==> src/rtl/rs_pkg.sv <==
// Shared constants and types for the RS(255,247) decoder control path.
package rs_pkg;

  localparam int RS_T  = 4;
  localparam int RS_N  = 255;
  localparam int ERR_W = 3;
  localparam int WD_W  = 9;

  typedef enum logic [2:0] {
    IDLE,
    KES_W,
    CHIEN_W,
    FORNEY_W,
    CORR_W
  } state_t;

  // Registered single-cycle outputs of the sequencer.
  typedef struct packed {
    logic             kes_start;
    logic             chien_start;
    logic             forney_start;
    logic             corr_start;
    logic             result_valid;
    logic             result_fail;
    logic             result_timeout;
    logic [ERR_W-1:0] result_err_cnt;
  } ctrl_out_t;

endpackage

==> src/rtl/rs_dec_ctrl_if.sv <==
// Signal bundle between the decoder sequencer and the syndrome/KES/Chien/Forney/correction blocks.
interface rs_dec_ctrl_if;
  import rs_pkg::*;

  // syn_valid is a one-cycle event, not a held request: a frame offered while
  // syn_ready is low and the sequencer is busy is dropped and flags overflow.
  // Every *_done is a one-cycle pulse qualifying its data; *_start are pulses.
  logic             syn_valid;
  logic             syn_zero;
  logic             syn_ready;
  logic             kes_start;
  logic             kes_done;
  logic [ERR_W-1:0] kes_err_num;
  logic             chien_start;
  logic [ERR_W-1:0] chien_err_num;
  logic             chien_done;
  logic [ERR_W-1:0] chien_root_cnt;
  logic             forney_start;
  logic             forney_done;
  logic             corr_start;
  logic             corr_done;
  logic             result_valid;
  logic             result_fail;
  logic             result_timeout;
  logic [ERR_W-1:0] result_err_cnt;
  logic             overflow;
  logic [15:0]      fail_cnt;
  logic             busy;
  state_t           state;

  modport master (
    input  syn_valid, syn_zero, kes_done, kes_err_num, chien_done, chien_root_cnt,
           forney_done, corr_done,
    output syn_ready, kes_start, chien_start, chien_err_num, forney_start, corr_start,
           result_valid, result_fail, result_timeout, result_err_cnt, overflow,
           fail_cnt, busy, state
  );

  modport slave (
    output syn_valid, syn_zero, kes_done, kes_err_num, chien_done, chien_root_cnt,
           forney_done, corr_done,
    input  syn_ready, kes_start, chien_start, chien_err_num, forney_start, corr_start,
           result_valid, result_fail, result_timeout, result_err_cnt, overflow,
           fail_cnt, busy, state
  );

endinterface

==> src/rtl/rs_watchdog.sv <==
// Per-state watchdog: cleared on state entry, counts cycles while enabled.
module rs_watchdog
  import rs_pkg::*;
#(
  parameter int TIMEOUT = 511
) (
  input  logic clk,
  input  logic rst,
  input  logic clr,
  input  logic en,
  output logic timeout
);

  // Fires on the cycle whose count would reach TIMEOUT.
  localparam logic [WD_W-1:0] LAST = WD_W'(TIMEOUT - 1);

  logic [WD_W-1:0] cnt_q;

  always_ff @(posedge clk) begin
    if (rst || clr) cnt_q <= '0;
    else if (en)    cnt_q <= cnt_q + 1'b1;
  end

  assign timeout = en && (cnt_q == LAST);

endmodule

==> src/rtl/rs_dec_ctrl.sv <==
// RS(255,247) decoder sequencer: KES -> Chien -> Forney -> correction, with a one-deep pending slot.
module rs_dec_ctrl
  import rs_pkg::*;
#(
  parameter int T       = RS_T,
  parameter int TIMEOUT = 511
) (
  input logic           clk,
  input logic           rst,
  rs_dec_ctrl_if.master bus
);

  state_t           state_q, state_d;
  ctrl_out_t        out_q, out_d;
  logic             slot_full_q, slot_full_d;
  logic             slot_zero_q, slot_zero_d;
  logic [ERR_W-1:0] err_num_q, err_num_d;
  logic             overflow_q, overflow_d;
  logic [15:0]      fail_cnt_q, fail_cnt_d;
  logic             take, take_zero, fail, timed_out;
  logic             wd_timeout;

  rs_watchdog #(.TIMEOUT(TIMEOUT)) u_wd (
    .clk     (clk),
    .rst     (rst),
    .clr     (state_d != state_q),
    .en      (state_q != IDLE),
    .timeout (wd_timeout)
  );

  always_comb begin
    state_d     = state_q;
    out_d       = '0;
    slot_full_d = slot_full_q;
    slot_zero_d = slot_zero_q;
    err_num_d   = err_num_q;
    overflow_d  = overflow_q;
    fail_cnt_d  = fail_cnt_q;
    take        = 1'b0;
    take_zero   = 1'b0;
    fail        = 1'b0;
    timed_out   = 1'b0;

    case (state_q)
      IDLE: begin
        // The held frame goes first; a coincident arrival refills the slot.
        if (slot_full_q) begin
          take        = 1'b1;
          take_zero   = slot_zero_q;
          slot_full_d = bus.syn_valid;
          slot_zero_d = bus.syn_zero;
        end else if (bus.syn_valid) begin
          take      = 1'b1;
          take_zero = bus.syn_zero;
        end
        if (take && take_zero) begin
          out_d.result_valid = 1'b1;
        end else if (take) begin
          out_d.kes_start = 1'b1;
          state_d         = KES_W;
        end
      end
      KES_W: begin
        if (bus.kes_done) begin
          if (bus.kes_err_num == '0 || int'(bus.kes_err_num) > T) begin
            fail = 1'b1;
          end else begin
            err_num_d         = bus.kes_err_num;
            out_d.chien_start = 1'b1;
            state_d           = CHIEN_W;
          end
        end else if (wd_timeout) begin
          timed_out = 1'b1;
        end
      end
      CHIEN_W: begin
        if (bus.chien_done) begin
          if (bus.chien_root_cnt != err_num_q) begin
            fail = 1'b1;
          end else begin
            out_d.forney_start = 1'b1;
            state_d            = FORNEY_W;
          end
        end else if (wd_timeout) begin
          timed_out = 1'b1;
        end
      end
      FORNEY_W: begin
        if (bus.forney_done) begin
          out_d.corr_start = 1'b1;
          state_d          = CORR_W;
        end else if (wd_timeout) begin
          timed_out = 1'b1;
        end
      end
      CORR_W: begin
        if (bus.corr_done) begin
          out_d.result_valid   = 1'b1;
          out_d.result_err_cnt = err_num_q;
          state_d              = IDLE;
        end else if (wd_timeout) begin
          timed_out = 1'b1;
        end
      end
      default: state_d = IDLE;
    endcase

    if (fail || timed_out) begin
      out_d.result_valid   = 1'b1;
      out_d.result_fail    = 1'b1;
      out_d.result_timeout = timed_out;
      state_d              = IDLE;
    end

    if (out_d.result_fail && fail_cnt_q != 16'hFFFF) fail_cnt_d = fail_cnt_q + 16'd1;

    if (state_q != IDLE && bus.syn_valid) begin
      if (!slot_full_q) begin
        slot_full_d = 1'b1;
        slot_zero_d = bus.syn_zero;
      end else begin
        overflow_d = 1'b1;
      end
    end
  end

  always_ff @(posedge clk) begin
    if (rst) begin
      state_q     <= IDLE;
      out_q       <= '0;
      slot_full_q <= 1'b0;
      slot_zero_q <= 1'b0;
      err_num_q   <= '0;
      overflow_q  <= 1'b0;
      fail_cnt_q  <= '0;
    end else begin
      state_q     <= state_d;
      out_q       <= out_d;
      slot_full_q <= slot_full_d;
      slot_zero_q <= slot_zero_d;
      err_num_q   <= err_num_d;
      overflow_q  <= overflow_d;
      fail_cnt_q  <= fail_cnt_d;
    end
  end

  assign bus.syn_ready      = !slot_full_q;
  assign bus.kes_start      = out_q.kes_start;
  assign bus.chien_start    = out_q.chien_start;
  assign bus.chien_err_num  = err_num_q;
  assign bus.forney_start   = out_q.forney_start;
  assign bus.corr_start     = out_q.corr_start;
  assign bus.result_valid   = out_q.result_valid;
  assign bus.result_fail    = out_q.result_fail;
  assign bus.result_timeout = out_q.result_timeout;
  assign bus.result_err_cnt = out_q.result_err_cnt;
  assign bus.overflow       = overflow_q;
  assign bus.fail_cnt       = fail_cnt_q;
  assign bus.busy           = (state_q != IDLE);
  assign bus.state          = state_q;

endmodule
==> src/flat_wrapper.sv <==
// flat-port wrapper written by rule: the top's interface ports become plain ports
module rs_dec_ctrl_flat import rs_pkg::*;
#(
  parameter int T       = RS_T,
  parameter int TIMEOUT = 511
)
  (clk, rst, bus_syn_valid, bus_syn_zero, bus_kes_done, bus_kes_err_num, bus_chien_done, bus_chien_root_cnt, bus_forney_done, bus_corr_done, bus_syn_ready, bus_kes_start, bus_chien_start, bus_chien_err_num, bus_forney_start, bus_corr_start, bus_result_valid, bus_result_fail, bus_result_timeout, bus_result_err_cnt, bus_overflow, bus_fail_cnt, bus_busy, bus_state);
  rs_dec_ctrl_if bus_i ();
  input logic clk;
  input logic rst;
  input wire logic [$bits(bus_i.syn_valid)-1:0] bus_syn_valid;
  input wire logic [$bits(bus_i.syn_zero)-1:0] bus_syn_zero;
  input wire logic [$bits(bus_i.kes_done)-1:0] bus_kes_done;
  input wire logic [$bits(bus_i.kes_err_num)-1:0] bus_kes_err_num;
  input wire logic [$bits(bus_i.chien_done)-1:0] bus_chien_done;
  input wire logic [$bits(bus_i.chien_root_cnt)-1:0] bus_chien_root_cnt;
  input wire logic [$bits(bus_i.forney_done)-1:0] bus_forney_done;
  input wire logic [$bits(bus_i.corr_done)-1:0] bus_corr_done;
  output wire logic [$bits(bus_i.syn_ready)-1:0] bus_syn_ready;
  output wire logic [$bits(bus_i.kes_start)-1:0] bus_kes_start;
  output wire logic [$bits(bus_i.chien_start)-1:0] bus_chien_start;
  output wire logic [$bits(bus_i.chien_err_num)-1:0] bus_chien_err_num;
  output wire logic [$bits(bus_i.forney_start)-1:0] bus_forney_start;
  output wire logic [$bits(bus_i.corr_start)-1:0] bus_corr_start;
  output wire logic [$bits(bus_i.result_valid)-1:0] bus_result_valid;
  output wire logic [$bits(bus_i.result_fail)-1:0] bus_result_fail;
  output wire logic [$bits(bus_i.result_timeout)-1:0] bus_result_timeout;
  output wire logic [$bits(bus_i.result_err_cnt)-1:0] bus_result_err_cnt;
  output wire logic [$bits(bus_i.overflow)-1:0] bus_overflow;
  output wire logic [$bits(bus_i.fail_cnt)-1:0] bus_fail_cnt;
  output wire logic [$bits(bus_i.busy)-1:0] bus_busy;
  output wire logic [$bits(bus_i.state)-1:0] bus_state;
  assign bus_i.syn_valid = bus_syn_valid;
  assign bus_i.syn_zero = bus_syn_zero;
  assign bus_i.kes_done = bus_kes_done;
  assign bus_i.kes_err_num = bus_kes_err_num;
  assign bus_i.chien_done = bus_chien_done;
  assign bus_i.chien_root_cnt = bus_chien_root_cnt;
  assign bus_i.forney_done = bus_forney_done;
  assign bus_i.corr_done = bus_corr_done;
  assign bus_syn_ready = bus_i.syn_ready;
  assign bus_kes_start = bus_i.kes_start;
  assign bus_chien_start = bus_i.chien_start;
  assign bus_chien_err_num = bus_i.chien_err_num;
  assign bus_forney_start = bus_i.forney_start;
  assign bus_corr_start = bus_i.corr_start;
  assign bus_result_valid = bus_i.result_valid;
  assign bus_result_fail = bus_i.result_fail;
  assign bus_result_timeout = bus_i.result_timeout;
  assign bus_result_err_cnt = bus_i.result_err_cnt;
  assign bus_overflow = bus_i.overflow;
  assign bus_fail_cnt = bus_i.fail_cnt;
  assign bus_busy = bus_i.busy;
  assign bus_state = bus_i.state;
  rs_dec_ctrl #(.T(T), .TIMEOUT(TIMEOUT)) u_core (.clk(clk), .rst(rst), .bus(bus_i));
endmodule
==> config.mk <==
export PLATFORM = sky130hd
export DESIGN_NAME = rs_dec_ctrl_flat
export DESIGN_NICKNAME = d
export VERILOG_FILES = /design/src/rtl/rs_pkg.sv /design/src/rtl/rs_dec_ctrl_if.sv /design/src/rtl/rs_watchdog.sv /design/src/rtl/rs_dec_ctrl.sv /design/src/flat_wrapper.sv
export SDC_FILE = /design/constraint.sdc
export NUM_CORES = 1
export LEC_CHECK = 0
export BUFFER_PORTS_ARGS = -buffer_cell sky130_fd_sc_hd__buf_2
export CORE_MARGIN = 2
export CORE_UTILIZATION = 58
export DETAILED_ROUTE_END_ITERATION = 10
export PLACE_DENSITY = 0.93
export SLEW_MARGIN = 20
export SYNTH_ARGS = -nofsm -noshare
export SYNTH_HDL_FRONTEND = slang
export SYNTH_HIERARCHICAL = 1
export SYNTH_SLANG_ARGS = --single-unit
==> constraint.sdc <==
create_clock -name clk -period 5.3 [get_ports clk]
set_clock_uncertainty 0.2 [all_clocks]
set_input_delay 0.265 -clock clk [delete_from_list [all_inputs] [get_ports clk]]
set_output_delay 0.265 -clock clk [all_outputs]
set_load 0.02 [all_outputs]
# Word level (Yosys, flattened, before mapping)
# Index checks and enable logic that the tools add are counted.
[word_totals]
elab_cells = 98
ff_bits = 44
output_inout_bits = 35
[op_classes]
n_bitwise = 10
eq_ne = 8
reduce_logical = 19
n_lt_le_gt_ge = 1
muxes = 43
n_addsub = 2
[ops]
columns = ["operator", "count"]
rows = [
  ["$mux W3", 10],
  ["$mux W1", 29],
  ["$add A16 B1 Y16 const B", 1],
  ["$ne A16 B16 Y1 const B", 1],
  ["$pmux W3 S5", 1],
  ["$reduce_or A3 Y1", 4],
  ["$not A1 Y1", 10],
  ["$add A9 B1 Y9 const B", 1],
  ["$eq A9 B9 Y1 const B", 1],
  ["$eq A3 B2 Y1 const B", 2],
  ["$logic_not A3 Y1", 2],
  ["$ne A3 B3 Y1", 2],
  ["$logic_and A1 B1 Y1", 4],
  ["$pmux W1 S2", 2],
  ["$pmux W1 S4", 1],
  ["$reduce_or A2 Y1", 2],
  ["$eq A3 B1 Y1 const B", 1],
  ["$eq A3 B3 Y1 const B", 1],
  ["$gt A3 B3 Y1 const B", 1],
  ["$logic_or A1 B1 Y1", 3],
  ["$reduce_and A3 Y1", 1],
  ["$reduce_bool A3 Y1", 1],
  ["$reduce_and A2 Y1", 1],
  ["$logic_not A1 Y1", 1],
]

# Depth between registers and ports, before layout
[depth]
word_depth = 9
mapped_depth = 14

# Modules after synthesis
# The synthesis kept the hierarchy.
[modules_own_cells]
columns = ["mod", "seq_area_each_um2", "area_per_inst_um2", "instances", "cells_per_inst"]
rows = [
  ["rs_dec_ctrl", 700.7, 1780.5, 1, 204],
  ["rs_watchdog", 180.2, 407.9, 1, 47],
]

# Worst setup path before layout
# Ideal clock, no wire load.
[synth_path]
path_type = "register -> register"
startpoint = "register u_core.state_q[2], in the netlist u_core/bus.state[2]"
endpoint = "register u_core.u_wd.cnt_q[1]"
required_ps = 5014
path_slack_ps = 2002
path_stages_with_launch = 15
path_buffers = 6
setup_time_ps = 86
arrival_time_ps = 3013
synth_period_minus_slack_ps = 3298
cell_sequence = "dfxtp_1 clkbuf_1 or3_1 clkbuf_1 buf_6 nand3_1 nor3_1 a21boi_2 a211oi_2 buf_4 buf_6 a2bb2oi_1 or2_2 clkbuf_1 a211oi_1"
[synth_between]
elab_chain_cells = 9
[synth_rtl]
columns = ["item", "line", "source"]
rows = [
  ["from (decl)", "rs_dec_ctrl.sv:13", "state_t state_q, state_d;"],
  ["from (signal assigned)", "rs_dec_ctrl.sv:137", "state_q <= state_d;"],
  ["$reduce_bool A3 Y1 (*)", "n/a", ""],
  ["named net bus_busy", "flat_wrapper.sv:31", "output wire logic [$bits(bus_i.busy)-1:0] bus_busy;"],
  ["$logic_and A1 B1 Y1 (*)", "rs_watchdog.sv:24", "assign timeout = en && (cnt_q == LAST);"],
  ["named net u_core.wd_timeout", "rs_dec_ctrl.sv:21", "logic wd_timeout;"],
  ["$mux W1 (*)", "n/a", ""],
  ["$mux W1 (on tied branches)", "n/a", ""],
  ["$pmux W1 S4 (*)", "rs_dec_ctrl.sv:44", "case (state_q)"],
  ["$logic_or A1 B1 Y1 (*)", "rs_dec_ctrl.sv:108", "if (fail || timed_out) begin"],
  ["$mux W3 (*)", "rs_dec_ctrl.sv:108", ""],
  ["$ne A3 B3 Y1 (*)", "rs_dec_ctrl.sv:26", ".clr (state_d != state_q),"],
  ["$logic_or A1 B1 Y1 (*)", "rs_watchdog.sv:20", "if (rst || clr) cnt_q <= '0;"],
  ["to (signal assigned)", "rs_watchdog.sv:21", "else if (en) cnt_q <= cnt_q + 1'b1;"],
  ["to (decl)", "rs_watchdog.sv:17", "logic [WD_W-1:0] cnt_q;"],
]
# The timed path passes the listed nets; every way through them passes the cells marked *.
# A chain may end at the register's enable or synchronous reset.

# Worst setup path after layout
[layout_path]
startpoint = "register u_core.state_q[1], in the netlist u_core/bus.state[1]"
endpoint = "register u_core.fail_cnt_q[14], in the netlist u_core/bus.fail_cnt[14]"
[layout_between]
elab_chain_cells = 8
[layout_rtl]
columns = ["item", "line", "source"]
rows = [
  ["$reduce_bool A3 Y1 (*)", "rs_dec_ctrl.sv:27", ".en (state_q != IDLE),"],
  ["$logic_and A1 B1 Y1 (*)", "rs_watchdog.sv:24", ""],
  ["named net u_core.wd_timeout", "rs_dec_ctrl.sv:21", ""],
  ["$mux W1 (*)", "n/a", ""],
  ["$mux W1 (on tied branches)", "n/a", ""],
  ["$pmux W1 S4 (*)", "rs_dec_ctrl.sv:44", ""],
  ["$logic_or A1 B1 Y1 (*)", "rs_dec_ctrl.sv:108", ""],
  ["$mux W3 (*)", "rs_dec_ctrl.sv:108", ""],
  ["$logic_and A1 B1 Y1 (*)", "rs_dec_ctrl.sv:115", "if (out_d.result_fail && fail_cnt_q != 16'hFFFF) fail_cnt_d = fail_cnt_q + 16'd1;"],
  ["to (signal assigned)", "rs_dec_ctrl.sv:143", "fail_cnt_q <= fail_cnt_d;"],
  ["to (decl)", "rs_dec_ctrl.sv:19", "logic [15:0] fail_cnt_q, fail_cnt_d;"],
]
# Marked as above.

==> impl_metrics.toml <==
[status]
status = "finished, final reports clean"

[synth]
synth_edf_count = 0
ys_seq_elements = 44
avgSynthCellArea_um2 = 8.72
syn_area_um2 = 2190
synth_most_common_cell = "dfxtp_1"
ys_seq_area_frac = 0.403
synth_area_leaders = "dfxtp_1 (40%), nor2_1 (4.6%), mux2_1 (4.1%)"
async_flop_share = 0
syn_nets = 268
synthFlopType = "dfxtp_1"
yosysWarnings = 6
synth_top_area_frac = 0.403
synth.top_cells.by_count = "dfxtp_1 (44), nor2_1 (27), a21oi_1 (16)"
synth_cell_types = 55
syn_inst = 251
synth.largest_area_cell = "dfxtp_1"

[floorplanning]
core_um2 = 3630
io-pin-count = 49
rows = 22
start_util = 0.602
die_height_um = 65.4
die_x_um = 65.4
dieArea_um2 = 4280

[cts]
htreeDepth = 2
clock_sinks = 44
cts_buffers = 5
hold_buffers = 0
clk_pin_slew_ps = 80
post_cts_resized = 0
insertion_delay_ps = 290
tritoncts = "done"
cts_root_buf = "clkbuf_8"
cts_post_setup_buffers_inserted = 0
clockBufferDepth = 2

[timing]
setup-tns-final_ps = 0
rsz0062_at_grt = "false"
whs_ps = 27.5
layout_min_cycle_time_ps = 2970
slew_headroom = 0.394
finalHoldViolCount = 0
post-route-period-util = 0.560
slew_viol_final = 0
worst_pin_slew_ps = 904
max_freq_mhz = 337
setup_viol = 0

[global_route]
grt_pass1_vias = 1824
grt_usage = 0.238
antenna_found_initial = 0
grt_max_degree = 34
grt_pass1_wl_um = 7980
gr-total-overflow = 0

[drt]
first_iter_violations = 149
drc = 0
vias = 2027
firstDrtPassIters = 4
drtAntennaViolNets = 0
via_per_inst = 5.93
wirelength_um = 4790
wire_per_inst_um = 14.0

[layout]
fin_nets = 310
multi_input_area_um2 = 1180
drive_above_1_share = 0.231
seqCellArea_um2 = 881
area_growth_pct = 15.2
final_util = 0.694
diodes = 0
nFillCells = 291
final_area_um2 = 2520

[pwr]
p_leak_nw = 1.00
totalPowerFinal_w = 0.000711
power_density_nw_per_um2 = 282
peakVddDrop_v = 0.000163

[worst_hold_path]
hp-class = "input port to flip-flop"
whs_path_depth = 3
hp-start = "bus_syn_zero"
hold_end = "u_core/slot_zero_q"

[placement]
io_buffers = 48
hpwl_um = 3340
place_area_um2 = 2410
gp_congestion = 0.811

[setup_path]
arrival_ps = 2950
crit_path_max_fanout = 30
worstPathRequired_ps = 5280
critPathLaunchType = "flip-flop"
critPathSlowestCell = "dfxtp_1"
cp_cell_sequence = "or3_1, nand3_1, nor3_1, a21boi_2, a211oi_2, buf_4, nor4_1, mux2_1"
reg2reg_depth = 8
end_kind = "flip-flop"
crit_type = "flip-flop to flip-flop"
critPathTopFamily = "simple AND/OR/NAND/NOR gates"
regToRegEndpoint = "u_core/bus.fail_cnt[14]"
r2r_start = "u_core/bus.state[1]"
rrSetupSlack_ps = 2330
cp.buffers_inverters = 1
max_stage_delay_ps = 580

[job]
maxCapViolations = 0
-- per-layer routing --
metal  up-vias  track usage  wire length [um]
li1        996            -                 -
met1       944        0.294              2130
met2        77        0.406              2270
met3        10       0.0514               308
met4         0       0.0885                84
met5         -            0                 0
-- state kept, by name (all words and copies together) (netlist names), 3 cells and up --
name and cells:
u_core/bus.fail_cnt 16, u_core/u_wd/cnt_q 9, u_core/bus.chien_err_num 3, u_core/bus.result_err_cnt 3
u_core/bus.state 3
-- worst min-delay path: cells and delay by family --
family        cells  cell delay (ps)
buf+inv           1               90
simple gates      1               80
mux               1               60
-- metrics by stage --
stage / setup WS, ps / instances
2_1_floorplan: 2000 / 251
3_3_place_gp: 2510 / 334
3_5_place_dp: 2410 / 334
4_1_cts: 2320 / 342
5_1_grt: 2050 / 342
6_report: 2330 / 342
-- report_power, final --
group,switching (W),total [W],internal (W)
registers,0.0000136,0.000354,0.000340
logic,0.0000648,0.000104,0.0000391
clock network,0.000114,0.000253,0.000139
-- cell families after synthesis --
family	Yosys count	synth area share
xor+xnor	7	0.0280
buf+inv	24	0.0566
simple gates	114	0.297
flops	44	0.403
fa+ha+maj	4	0.0217
mux	9	0.0457
compound gates	49	0.148
-- final cells by class --
class                   count  share of cell area
inverters                  10              0.0149
clock buffers               5              0.0273
multi-input cells         183               0.469
repair buffers             49              0.0983
clock inverters             3              0.0169
flip-flops and latches     44               0.349
well taps                  48              0.0238
-- worst max-delay path by stage --
| stage | cells after the start | endpoint | startpoint | slack, ps |
|---|---|---|---|---|
| 4_1_cts | 8 | u_core/bus.fail_cnt[14] | u_core/bus.state[1] | 2320 |
| 3_3_place_gp | 8 | u_core/bus.fail_cnt[9] | u_core/bus.state[1] | 2510 |
| 3_5_place_dp | 8 | u_core/bus.fail_cnt[8] | u_core/bus.state[1] | 2410 |
| 6_report | 8 | u_core/bus.fail_cnt[14] | u_core/bus.state[1] | 2330 |
| 5_1_grt | 8 | u_core/bus.fail_cnt[14] | u_core/bus.state[1] | 2050 |
| 2_1_floorplan | 14 | u_core/u_wd/cnt_q[1] | u_core/bus.state[2] | 2000 |
-- cell usage in the layout (no fill, tap or decap), types with 3 or more instances in the layout --
master / synthesis / routed
or4_1: 4 / 4
a21oi_1: 16 / 16
inv_1: 10 / 10
and2_1: 4 / 4
or3_1: 10 / 10
nand3_1: 11 / 11
nor2_1: 27 / 27
nor4_1: 4 / 4
dfxtp_1: 44 / 44
nor2b_1: 9 / 9
clkbuf_8: 0 / 5
ha_1: 3 / 3
o31ai_1: 6 / 6
mux2_1: 8 / 8
nand2_1: 12 / 12
nor3_1: 8 / 8
o21ai_0: 8 / 8
buf_2: 3 / 48
nand4_1: 8 / 8
xor2_1: 6 / 6
Power figures use the tool's default switching activity.
